[src/rtl/tag_scan_loader.sv]
// Serial scan loader: captures a hop code and shifts it MSB first into a chip scan chain
// using two non-overlapping scan clock phases, then strobes the chip's parallel load.
module tag_scan_loader #(
  parameter int unsigned TX_BITS_WIDTH = 128,
  parameter int unsigned NTX_BITS      = 78,
  parameter int unsigned BIT_CNT_WIDTH = 7,
  parameter int unsigned CLK_DIV       = 20
) (
  input  logic                     clk,
  input  logic                     reset,
  input  logic                     start,
  input  logic [TX_BITS_WIDTH-1:0] data_in,
  output logic                     busy,
  output logic                     done,
  output logic                     scan_id,
  output logic                     scan_phi,
  output logic                     scan_phi_bar,
  output logic                     scan_data_in,
  output logic                     scan_load_chip,
  output logic [BIT_CNT_WIDTH-1:0] nbits_cnt
);

  localparam int unsigned DivW = $clog2(CLK_DIV);
  localparam logic [DivW-1:0] DivMax = DivW'(CLK_DIV - 1);
  localparam logic [BIT_CNT_WIDTH-1:0] NBits = BIT_CNT_WIDTH'(NTX_BITS);

  typedef enum logic [2:0] {
    StIdle, StSetup, StPhi, StGapA, StPhib, StGapB, StLoad, StFinish
  } state_e;

  state_e                   state_q, state_d;
  logic [DivW-1:0]          div_q, div_d;
  logic [NTX_BITS-1:0]      sr_q, sr_d;
  logic [BIT_CNT_WIDTH-1:0] cnt_q, cnt_d;
  logic                     busy_q, done_q, id_q, phi_q, phib_q, sdi_q, load_q;
  logic                     last_tick;
  logic                     shifting_d;

  // Only the low NTX_BITS of the hop code are loaded.
  logic unused_data;
  assign unused_data = ^data_in;

  assign last_tick = (div_q == DivMax);

  always_comb begin
    state_d = state_q;
    div_d   = last_tick ? '0 : div_q + 1'b1;
    sr_d    = sr_q;
    cnt_d   = cnt_q;
    case (state_q)
      StIdle: begin
        div_d = '0;
        if (start) begin
          state_d = StSetup;
          sr_d    = data_in[NTX_BITS-1:0];
          cnt_d   = '0;
        end
      end
      StSetup:  if (last_tick) state_d = StPhi;
      StPhi:    if (last_tick) state_d = StGapA;
      StGapA:   if (last_tick) state_d = StPhib;
      StPhib: begin
        if (last_tick) begin
          state_d = StGapB;
          sr_d    = sr_q << 1;
          if (cnt_q < NBits) cnt_d = cnt_q + 1'b1;
        end
      end
      StGapB:   if (last_tick) state_d = (cnt_q < NBits) ? StPhi : StLoad;
      StLoad:   if (last_tick) state_d = StFinish;
      StFinish: if (last_tick) state_d = StIdle;
      default:  state_d = StIdle;
    endcase
  end

  assign shifting_d = state_d inside {StSetup, StPhi, StGapA, StPhib, StGapB};

  // Outputs are decoded from next state so every port comes straight from a flop.
  always_ff @(posedge clk) begin
    if (reset) begin
      state_q <= StIdle;
      div_q   <= '0;
      sr_q    <= '0;
      cnt_q   <= '0;
      busy_q  <= 1'b0;
      done_q  <= 1'b0;
      id_q    <= 1'b0;
      phi_q   <= 1'b0;
      phib_q  <= 1'b0;
      sdi_q   <= 1'b0;
      load_q  <= 1'b0;
    end else begin
      state_q <= state_d;
      div_q   <= div_d;
      sr_q    <= sr_d;
      cnt_q   <= cnt_d;
      busy_q  <= (state_d != StIdle);
      done_q  <= (state_q == StFinish) && (state_d == StIdle);
      id_q    <= shifting_d || (state_d == StLoad);
      phi_q   <= (state_d == StPhi);
      phib_q  <= (state_d == StPhib);
      sdi_q   <= shifting_d ? sr_d[NTX_BITS-1] : 1'b0;
      load_q  <= (state_d == StLoad);
    end
  end

  assign busy           = busy_q;
  assign done           = done_q;
  assign scan_id        = id_q;
  assign scan_phi       = phi_q;
  assign scan_phi_bar   = phib_q;
  assign scan_data_in   = sdi_q;
  assign scan_load_chip = load_q;
  assign nbits_cnt      = cnt_q;

endmodule

[config.mk]
export PLATFORM = sky130hd
export DESIGN_NAME = tag_scan_loader
export DESIGN_NICKNAME = d
export VERILOG_FILES = /design/src/rtl/tag_scan_loader.sv
export SDC_FILE = /design/constraint.sdc
export NUM_CORES = 1
export LEC_CHECK = 0
export ABC_AREA = 1
export CORE_UTILIZATION = 48
export CTS_CLUSTER_SIZE = 10
export DETAILED_ROUTE_END_ITERATION = 10
export GPL_ROUTABILITY_DRIVEN = 0
export PLACE_DENSITY = 0.9
export SLEW_MARGIN = 20
export SYNTH_ARGS = -nofsm -noshare
export SYNTH_HDL_FRONTEND = slang
export SYNTH_SLANG_ARGS = --single-unit
[constraint.sdc]
create_clock -name clk -period 2.9 [get_ports clk]
set_input_delay 0.435 -clock clk [delete_from_list [all_inputs] [get_ports clk]]
set_output_delay 0.435 -clock clk [all_outputs]
set_load 0.005 [all_outputs]
==> out/results.ini, run 1 <==
[run_status]
outcome = completed

[synthesis]
yosysSeqAreaShare_pct = 49.3
synth_nets = 629
async_flop_share_pct = 0
synth-seq-cells = 100
yosysUniqueCellTypes = 28
synth_top_cell_by_area = dfxtp_1
synth_top_flop_cell = dfxtp_1
syn-cell-area_sq_um = 4060
syn_area_per_cell_sq_um = 8.19
synth_top_cell_area_share_pct = 49.3
synth_top_cells_by_area = dfxtp_1 (49%), a22oi_1 (12%), nand2_1 (12%), a21oi_1 (8.9%), nor2_1 (2.2%)
synth_edf_count = 0
syn_inst = 496
ys.warnings.count = 0

[sta]
finalCriticalPeriod_ps = 2180
finalCritPeriodShare_pct = 75.3
tns_ps = 0
tightest_slew_ps = 665
slew_headroom_pct = 55.7
hold_violations = 0
finalSetupViolations = 0
skew_ps = 11.5
rsz0062_at_grt = no
drv_slew = 0
max_freq_ghz = 0.458

[clock_tree]
insertion_delay_ps = 360
cts-htree-levels = 3
ctsResizeCount = 0
cts-hold-fix-buffers = 0
cts.sinks = 100
cts.path.max_buffers = 2
cts_tree = done
post_cts_buffers = 0
cts_buffers = 9
clock-root-buffer = clkbuf_8
clkTransAtPathRegs_ps = 100

[floorplanning]
pin_count = 145
die_h_um = 94.0
dieArea_sq_um = 8830
coreArea_sq_um = 8220
die_x_um = 94.0
start_util_pct = 49.4
core.rowCount = 33

[place]
numPortBuffers = 94
place_hpwl_mm = 6.14

[drt]
routed_wl_mm = 9.25
dr.pass1.iters = 5
dr_total_vias = 3736
drt_iter0_drc = 133
drc = 0
antenna_left = 0
drt-vias-per-instance = 5.47
wire_per_inst_um = 13.5

[worst_setup_path]
cp-start-kind = flip-flop
reg2reg_slack_ps = 720
worst-path-stages = 8
slowest_stage = buf_4
r2r-start = div_q[0]
worst-path-buf-inv = 2
worst-r2r-cell-count = 8
cp_top_family = simple AND/OR/NAND/NOR gates
rr_endpoint = sr_q[41]
crit_type = flip-flop to flip-flop
max_stage_delay_ps = 520
crit_end = sr_q[41]
critical_path_arrival_ps = 2470
setup.worst_path.start = div_q[0]
cp_cell_sequence = ha_1, nand2_1, inv_2, nand2_2, nor2_8, buf_4, a22oi_1, a21oi_1
end_kind = flip-flop
crit_path_max_fanout = 47
required_ps = 3180

[grt]
grt_pass1_vias = 3570
antenna_found_initial = 0
grt_pass1_wl_mm = 15.2
grt_overflow = 0
grt_max_degree = 80
grt_use_total_pct = 21.7

[layout]
area_delta_synth_final_pct = 27.8
regArea_sq_um = 2000
final.fill_count = 676
multiInputGateArea_sq_um = 1780
fin_util_pct = 63.1
nNetsFinal = 706
drive_above_1_share_pct = 5.88
antenna_cells = 0

[power]
cellLeakagePower_nw = 1.88
vdd_ir_drop_max_mv = 0.289
powerDensity_nw_per_um2 = 528

[min_path]
hold_class = flip-flop to flip-flop

[flow_run]
cap_violations = 0

[power breakdown]
| part | internal [mW] | switching [mW] |
|---|---|---|
| sequential | 1.45 | 0.0403 |
| clock | 0.432 | 0.490 |
| combinational | 0.181 | 0.151 |
[cell type report]
class	count	share of cell area (%)
clock buffers	10	2.65
clock inverters	6	1.35
inverters	21	1.52
multi-input cells	342	34.4
flip-flops and latches	100	38.6
well taps	105	2.53
repair buffers	99	19.0
[synthesized netlist by cell type (3+ instances only)]
| library cell | count |
|---|---|
| dfxtp_1 | 100 |
| nand3_1 | 11 |
| inv_2 | 4 |
| nand2_1 | 133 |
| inv_1 | 17 |
| buf_2 | 16 |
| clkbuf_1 | 9 |
| nor2_1 | 24 |
| a31oi_1 | 10 |
| xor2_1 | 3 |
| a21oi_1 | 72 |
| a22oi_1 | 67 |
| buf_6 | 6 |
[worst min-delay path by stage]
stage                   from          to  slack [ps]  cells after the start
global placement    div_q[0]    div_q[0]         430                      1
floorplan           div_q[0]    div_q[0]         420                      1
CTS                    reset  state_q[2]         460                      2
detailed placement  div_q[0]    div_q[0]         440                      1
global route        sr_q[34]    sr_q[34]         480                      2
finish              div_q[0]    div_q[0]         460                      1
[layout by cell type, fill, tap and decap left out, types with 3 or more instances in the layout]
| master | instances |
|---|---|
| inv_6 | 3 |
| a21oi_1 | 72 |
| nor2_1 | 24 |
| buf_4 | 4 |
| nand3_1 | 11 |
| xor2_1 | 3 |
| inv_1 | 17 |
| clkbuf_8 | 10 |
| inv_2 | 4 |
| nand2_1 | 133 |
| a31oi_1 | 10 |
| clkdlybuf4s50_1 | 93 |
| dfxtp_1 | 100 |
| a22oi_1 | 67 |
[state kept, by name, indices dropped and copies added, names as in the netlist]
register        flops
busy                1
state_q             3
nbits_cnt           7
div_q               5
done                1
sr_q               78
scan_phi_bar        1
scan_id             1
scan_phi            1
scan_data_in        1
scan_load_chip      1
[stage by stage]
step / setup WS (ps) / cell area, sq um / cells / power (mW) / hold slack, ps
3_5_place_dp: 699 / 4980 / 667 / 1.85 / 443
6_report: 717 / 5190 / 683 / 2.74 / 458
4_1_cts: 708 / 5190 / 683 / 2.76 / 457
2_1_floorplan: 1410 / 4060 / 496 / 1.69 / 418
3_3_place_gp: 774 / 4980 / 667 / 1.84 / 429
5_1_grt: 526 / 5190 / 683 / 2.86 / 485
[metal layers]
layer  track usage, %  vias up  wire length (um)
li1                 -     1856                 -
met5                0        -                 0
met3             5.02       17               597
met4             9.36        0               167
met1             24.6     1742              3940
met2             38.7      121              4550
[cells by family (layout without fill, tap and decap cells)]
family,Yosys count,in the layout,synth area share (%)
AND/OR/NAND/NOR,182,182,19.0
AO/OA/AOI/OAI,154,154,23.5
flip-flops,100,100,49.3
buffers and inverters,54,136,6.78
XOR/XNOR,4,4,0.863
adder cells (fa/ha/maj),2,2,0.616
Power figures use the tool's default switching activity.
==> run 2, diff against run 1 <==
--- a/config.mk
+++ b/config.mk
@@ -6,11 +6,11 @@
 export NUM_CORES = 1
 export LEC_CHECK = 0
 export ABC_AREA = 1
-export CORE_UTILIZATION = 48
+export CORE_UTILIZATION = 40
 export CTS_CLUSTER_SIZE = 10
 export DETAILED_ROUTE_END_ITERATION = 10
 export GPL_ROUTABILITY_DRIVEN = 0
-export PLACE_DENSITY = 0.9
+export PLACE_DENSITY = 0.8
 export SLEW_MARGIN = 20
 export SYNTH_ARGS = -nofsm -noshare
 export SYNTH_HDL_FRONTEND = slang
==> constraint.sdc (replaced) <==
create_clock -name clk -period 1.93 [get_ports clk]
set_input_delay 0.2895 -clock clk [delete_from_list [all_inputs] [get_ports clk]]
set_output_delay 0.2895 -clock clk [all_outputs]
set_load 0.005 [all_outputs]
==> run 2 against run 1 <==
Flip-flop and latch count unchanged. Sequential power increased by 50%. Cell area increased by 2.4%. Hold slack got worse by 270 ps. Critical path depth decreased by 7. Register-to-register slack got worse by 440 ps. Global-route usage decreased by 3.3 points. Clock power increased by 71%. Worst setup slack got worse by 440 ps. First-iteration DRC count decreased by 11%. Clock skew increased by 2.0 ps. Highest routed layer unchanged.
==> out/results.ini, run 2 (synthesis gave the netlist of run 1 again) <==
[worst_setup_path]
required_ps = 1640
setup.worst_path.start = nbits_cnt[6]
rr_endpoint = sr_q[62]
crit_path_max_fanout = 6
cp_top_family = buffers and inverters
cp_cell_sequence = clkdlybuf4s50_1
r2r-start = div_q[0]
critical_path_arrival_ps = 1370
max_stage_delay_ps = 540
cp-start-kind = flip-flop
worst-path-buf-inv = 1
crit_type = flip-flop to primary output
end_kind = primary output
worst-r2r-cell-count = 8
slowest_stage = clkdlybuf4s50_1
reg2reg_slack_ps = 270

[min_path]
hp-start = reset
whs_path_depth = 2
holdPathEnd = state_q[0]
hold_class = input pin to flip-flop

[layout]
regMostFlops = sr_q
drive_above_1_share_pct = 6.20
area_delta_synth_final_pct = 30.9
final.fill_count = 941
nNetsFinal = 710
final_cell_mix = nand2_1 (133), dfxtp_1 (100), clkdlybuf4s50_1 (93), a21oi_1 (72), a22oi_1 (67)
mostFrequentLayoutCell = nand2_1
largest_reg_flops = 78
antenna_cells = 0

[sta]
max_freq_ghz = 0.604
skew_ps = 13.5
tns_ps = 0
finalSetupViolations = 0
rsz0062_at_grt = no
slew_headroom_pct = 70.5
drv_slew = 0
finalCritPeriodShare_pct = 85.8
finalCriticalPeriod_ps = 1660
hold_violations = 0
whs_ps = 191
tightest_slew_ps = 439

[clock_tree]
cts.sinks = 100
insertion_delay_ps = 370
clkTransAtPathRegs_ps = 90
cts_buffers = 9
clock-root-buffer = clkbuf_8
cts-hold-fix-buffers = 0
cts.path.max_buffers = 2
cts-htree-levels = 3
post_cts_buffers = 0
cts_tree = done

[floorplanning]
pin_count = 145
start_util_pct = 41.3
die_x_um = 103
die_h_um = 103
dieArea_sq_um = 10600
coreArea_sq_um = 9820
core.rowCount = 36

[power]
vdd_ir_drop_max_mv = 0.316
powerDensity_nw_per_um2 = 814
p_sw_uw = 979
pwr-share-comb_pct = 11.8
swShare_pct = 22.6
power_frac_seq_pct = 51.6
clockPowerShare_pct = 36.5
p_int_mw = 3.35
cellLeakagePower_nw = 1.92

[drt]
antenna_left = 0
dr.pass1.iters = 4
wire_per_inst_um = 13.2
dr_total_vias = 3689
drt-vias-per-instance = 5.17
drt_iter0_drc = 119
drc = 0
routed_wl_mm = 9.44

[grt]
grt_max_degree = 54
grt_use_total_pct = 18.4
grt_pass1_vias = 3491
grt_pass1_wl_mm = 15.3
antenna_found_initial = 0
grt_overflow = 0

[place]
place_hpwl_mm = 6.40
numPortBuffers = 94

[flow_run]
cap_violations = 0

[run_status]
outcome = completed

## run 2: metal layers
metal,wire length [um],global-route usage [%]
met4,149,7.69
met5,0,0
met1,4230,21.7
met3,471,4.81
met2,4600,31.8
## run 2: power groups by stage
stage	sequential [mW]	clock (mW)	combinational, mW
6_report	2.23	1.58	0.511
3_3_place_gp	2.27	0	0.498
4_1_cts	2.23	1.62	0.514
2_1_floorplan	2.27	0	0.275
3_5_place_dp	2.28	0	0.513
5_1_grt	2.25	1.69	0.565
## run 2: worst max-delay path by stage
stage	endpoint	cells after the start	slack, ps
CTS	sr_q[62]	8	150
floorplan	sr_q[22]	10	440
detailed placement	scan_data_in	8	130
finish	nbits_cnt[6]	1	270
global placement	scan_data_in	8	170
global route	sr_q[49]	8	90
## run 2: cell type report
| class | count | area (sq um) | share of cell area, % |
|---|---|---|---|
| flip-flops and latches | 100 | 2000 | 37.7 |
| inverters | 21 | 78.8 | 1.48 |
| multi-input cells | 342 | 1780 | 33.6 |
| well taps | 133 | 166 | 3.13 |
| clock buffers | 11 | 141 | 2.66 |
| repair buffers | 103 | 1040 | 19.7 |
| clock inverters | 4 | 97.6 | 1.84 |
## run 2: stage by stage
step	cells	util (%)	instance area [sq um]	total power [mW]	setup slack, ps
after floorplan	496	-	4060	2.54	445
after global placement	699	51.6	5070	2.77	172
after detailed placement	699	51.6	5070	2.79	127
after CTS	714	54.1	5310	4.37	154
after global routing	714	54.1	5310	4.50	86.7
final	714	54.1	5310	4.32	274
## run 2: timing repair
item / in CTS / in global routing
endpoints found under the hold margin: 0 / 0
endpoints found under the setup margin: 0 / 4
gates resized for setup: 0 / 1
